===== src/rtl/counter.sv =====
// One digit stage of the chess-clock time chain: a modulo-(MAX+1) up/down counter
// with a combinational carry/borrow so that neighbouring digits step on the same edge.
module counter #(
  parameter int WIDTH = 4
) (
  input  logic             CLK,
  input  logic             CLR,
  input  logic             CE,
  input  logic             IMPULSE,
  input  logic             DECREMENT_IMPULSE,
  input  logic [WIDTH-1:0] MAX,
  output logic [WIDTH-1:0] COUNT,
  output logic             OVERFLOW
);

  logic             step_up;
  logic             step_down;
  logic             at_top;
  logic             at_zero;
  logic [WIDTH-1:0] next_count;

  assign step_up   = IMPULSE & ~DECREMENT_IMPULSE;
  assign step_down = DECREMENT_IMPULSE & ~IMPULSE;
  assign at_top    = (COUNT >= MAX);
  assign at_zero   = (COUNT == '0);

  // A count left above a freshly lowered MAX is treated as "at the top" for up steps
  // and is clamped to MAX on down steps, so no stage ever relies on binary wrap.
  always_comb begin
    next_count = COUNT;
    if (step_up) begin
      if (at_top) next_count = '0;
      else        next_count = COUNT + WIDTH'(1);
    end else if (step_down) begin
      if (at_zero)          next_count = MAX;
      else if (COUNT > MAX) next_count = MAX;
      else                  next_count = COUNT - WIDTH'(1);
    end
  end

  always_ff @(posedge CLK) begin
    if (CLR)     COUNT <= '0;
    else if (CE) COUNT <= next_count;
  end

  assign OVERFLOW = ~CLR & CE & ((step_up & at_top) | (step_down & at_zero));

endmodule


===== config.mk =====
export PLATFORM = sky130hd
export DESIGN_NAME = counter
export DESIGN_NICKNAME = d
export VERILOG_FILES = /design/src/rtl/counter.sv
export SDC_FILE = /design/constraint.sdc
export NUM_CORES = 1
export LEC_CHECK = 0
export CAP_MARGIN = 10
export CORE_AREA = 2 2 39 41
export DETAILED_ROUTE_END_ITERATION = 10
export DIE_AREA = 0 0 41 43
export PLACE_DENSITY = 0.73
export SYNTH_ARGS = -nofsm -noshare
export SYNTH_HDL_FRONTEND = slang
export SYNTH_SLANG_ARGS = --single-unit

===== constraint.sdc =====
create_clock -name CLK -period 2.1 [get_ports CLK]
set_input_delay 0.21 -clock CLK [delete_from_list [all_inputs] [get_ports CLK]]
set_output_delay 0.21 -clock CLK [all_outputs]
set_load 0.05 [all_outputs]

==> Flow_metrics.wiki <==
{| class="wikitable"
! Metric !! Value
|-
| Run status || complete, no violations
|-
| Synth top area share || 0.1942
|-
| Largest register FFs || 4
|-
| Source of the worst hold timing path || COUNT[2]
|-
| Final non-filler cell area || 849.6 sq um
|-
| Global-route total usage across every layer || 0.1990
|-
| HPWL after detailed placement || 1209 um
|-
| Proportion of synthesized chip area in sequential cells || 0.1553
|-
| Initial DRC Count || 14
|-
| Via count of the first global-routing pass || 656
|-
| Input/output buffers || 13
|-
| Reg-to-reg critical path endpoint || COUNT[1]
|-
| Post-route minimum period || approximately 2.1 ns
|-
| Final sum of negative setup slack || 0 ns
|-
| Count of placed standard cells in the final layout, fillers left out || between 100 and 150
|-
| Standard-cell rows || 14
|-
| Clk_lat worst skew || 0.23 ns
|-
| # H-tree levels || 1
|-
| Number of clock buffers inserted by TritonCTS || 3
|-
| Max capacitance violation total || 0
|-
| Initial DRT Pass Iterations || 4
|-
| GRT Residual Overflow || 0
|-
| Setup slack after placement || -0.1389 ns
|-
| Largest driver fanout on the critical path || 4
|-
| Capture endpoint of the worst hold path || COUNT[2]
|-
| PnR worst setup slack || 0.03961 ns
|-
| Horizontal extent of the die || 41 um
|-
| TritonCTS clock tree || done
|-
| Share of synthesized flip-flops with an asynchronous set or reset || 0
|-
| Count of boundary I/O pins || 14
|-
| Antenna violation net count after detailed routing || 0
|-
| Number of storage elements in the synthesis netlist || 4
|-
| Final-report setup violation count || 0
|-
| Minimum setup slack among reg-to-reg paths || 0.15 ns
|-
| Deepest clock path buffer count || 2
|-
| Sequential cell area in the final layout || 85.08 sq um
|-
| Reg-to-reg critical path startpoint || COUNT[0]
|-
| Top-count cell post-synth || sky130_fd_sc_hd__inv_1
|-
| Worst EP arrival || 1.85 ns
|-
| Final count of hold timing violations || 0
|-
| DRC errors left || 0
|-
| Relative max-transition margin || 0.6650
|-
| Die area || 1763 sq um
|-
| Setup crit end kind || output port
|-
| Top FF cell, synth || sky130_fd_sc_hd__dfxtp_1
|-
| Length in cells of the worst reg-to-reg path || 8
|-
| Layout Area Growth over Synthesis || 64.81%
|-
| Fill count || between 100 and 150
|-
| Area of the multi-input gates || 464.2 sq um
|-
| Final Max Slew Viols || 0
|-
| Clock skew after layout || 0.003844 ns
|-
| Yosys warning total || 0
|-
| Power per unit of standard cell area || 773.3 nW/um^2
|-
| Top achievable clock speed || 485.3 MHz
|-
| Core outline area || 1384 sq um
|-
| Period Utilization, post-route || 0.9811
|-
| Layout cells sized above 1 || 0.3298
|-
| Final #Nets || ~110
|-
| Worst Max-Slew Pin Slew || ~0.5 ns
|-
| Number of antenna cells inserted || 0
|-
| Kind of launch point of the worst setup path || input pin
|-
| Largest reg by FF count || COUNT
|-
| Synthesized area per cell || 7.694 sq um
|-
| Die Span Y || ~43 um
|-
| Registers with the highest flip-flop counts || COUNT (4)
|-
| Global-route wire length before repair || roughly 2400 um
|-
| Area of the mapped netlist || 515.5 sq um
|-
| Path type of the worst min-delay path || flop to flop
|-
| Number of cells traversed by the worst hold path || 2
|-
| Clock-pin slew on the worst setup and hold paths || 0.04 ns
|-
| Minimum hold slack || between 0.5 and 0.6 ns
|-
| Leakage power of the design || 0.4040 nW
|-
| Placed Cells || 107
|-
| Starting density of the core || 0.3725
|-
| Maximum VDD drop || 0.4124 mV
|-
| Final Power || 0.6569 mW
|-
| Critical path data required time || 1.89 ns
|-
| Library cell occupying the most area in the post-synthesis netlist || sky130_fd_sc_hd__ha_1
|-
| Quantity of hold-fixing buffers added after cts || 0
|-
| Maximum number of pins on one net before global-route repair || 9
|-
| Dominant cells by area after synthesis || sky130_fd_sc_hd__ha_1 (19%), sky130_fd_sc_hd__dfxtp_1 (16%), sky130_fd_sc_hd__inv_1 (6.6%)
|-
| Final core utilization || 0.6139
|-
| Worst setup path category || input pin to output port
|-
| Initial antenna violation count || 0
|-
| Distinct cell type count of the synthesized netlist || 33
|-
| Total length of routed wires || 1585 um
|-
| Number of synthesized flops with an enable pin || 0
|-
| Clock sink count || 4
|-
| Most frequent cells after synthesis || sky130_fd_sc_hd__inv_1 (9), sky130_fd_sc_hd__ha_1 (8), sky130_fd_sc_hd__nor2_1 (5)
|-
| Placer's final routability congestion estimate || just over 0.8
|-
| Setup fix buffers added after clock tree synthesis || 0
|-
| Via-per-instance ratio || 5.618
|-
| Net count after synthesis || 84
|-
| Cell count after synthesis || 67
|-
| Instance area after placement || 765.7 sq um
|-
| Wire length per cell after detailed routing || 14.41 um
|-
| Buffer cell driving the clock tree root || sky130_fd_sc_hd__clkbuf_4
|-
| Via Count || 618
|}
==> kinds of logic after synthesis <==
group	count (synthesis)	synth area share
AO/OA/AOI/OAI	16	0.2282
multiplexers	1	0.01942
adder cells (fa/ha/maj)	8	0.1942
buffers and inverters	10	0.07280
XOR/XNOR	4	0.06797
flip-flops	4	0.1553
AND/OR/NAND/NOR	24	0.2622
==> placed cells by master, fill, tap and decap left out, types with 3 or more instances in the layout <==
cell type,instances
sky130_fd_sc_hd__xor2_1,3
sky130_fd_sc_hd__ha_4,3
sky130_fd_sc_hd__inv_1,8
sky130_fd_sc_hd__nand2_1,4
sky130_fd_sc_hd__clkbuf_4,3
sky130_fd_sc_hd__dfxtp_2,4
sky130_fd_sc_hd__ha_1,5
sky130_fd_sc_hd__nor2_1,5
sky130_fd_sc_hd__buf_4,12
sky130_fd_sc_hd__clkdlybuf4s50_1,11
==> repair_timing <==
| item | CTS | global route |
|---|---|---|
| gates resized for setup | 5 | 6 |
| endpoints found under the hold margin | 0 | 0 |
| endpoints found under the setup margin | 1 | 2 |
| pin swaps | 5 | 3 |
| gates cloned | 0 | 0 |
==> power breakdown <==
group	switching, mW	leakage [nW]	total, mW	internal (mW)
logic	0.233	0.356	0.442	0.209
clock network	0.0314	0.0138	0.0953	0.0639
registers	0.0245	0.0344	0.119	0.0950
==> routing by layer <==
metal | vias up | share of wire | track usage
met5 | - | 0 | 0
met4 | 0 | 0.023 | 0.1133
met3 | 4 | 0.048 | 0.05759
met2 | 26 | 0.54 | 0.3500
li1 | 302 | - | -
met1 | 286 | 0.39 | 0.1871
==> how the worst max path moves through the flow <==
| stage | depth (start not counted) | startpoint | slack (ns) | end |
|---|---|---|---|---|
| after global routing | 7 | COUNT[0] | -0.005 | OVERFLOW |
| after global placement | 9 | MAX[1] | -0.12 | COUNT[2] |
| after CTS | 9 | MAX[3] | 0.008 | OVERFLOW |
| after detailed placement | 9 | MAX[3] | -0.14 | COUNT[1] |
| after floorplan | 6 | COUNT[0] | 0.04 | OVERFLOW |
| final | 8 | MAX[3] | 0.04 | OVERFLOW |
==> critical path, stage by stage <==
cell	delay, ns
sky130_fd_sc_hd__clkdlybuf4s50_1	0.50
sky130_fd_sc_hd__inv_1	0.08
sky130_fd_sc_hd__ha_4	0.28
sky130_fd_sc_hd__and4_4	0.21
sky130_fd_sc_hd__nand3b_1	0.13
sky130_fd_sc_hd__a21oi_2	0.08
sky130_fd_sc_hd__nor3b_4	0.18
sky130_fd_sc_hd__buf_6	0.18
==> area by class of cell <==
type	count	area share
Tap cell	16	0.02356
Multi-Input combinational cell	53	0.5464
Sequential cell	4	0.1001
Timing Repair Buffer	25	0.2636
Clock buffer	3	0.02651
Inverter	9	0.03976
Note: power is estimated with default switching activity, not from simulation.
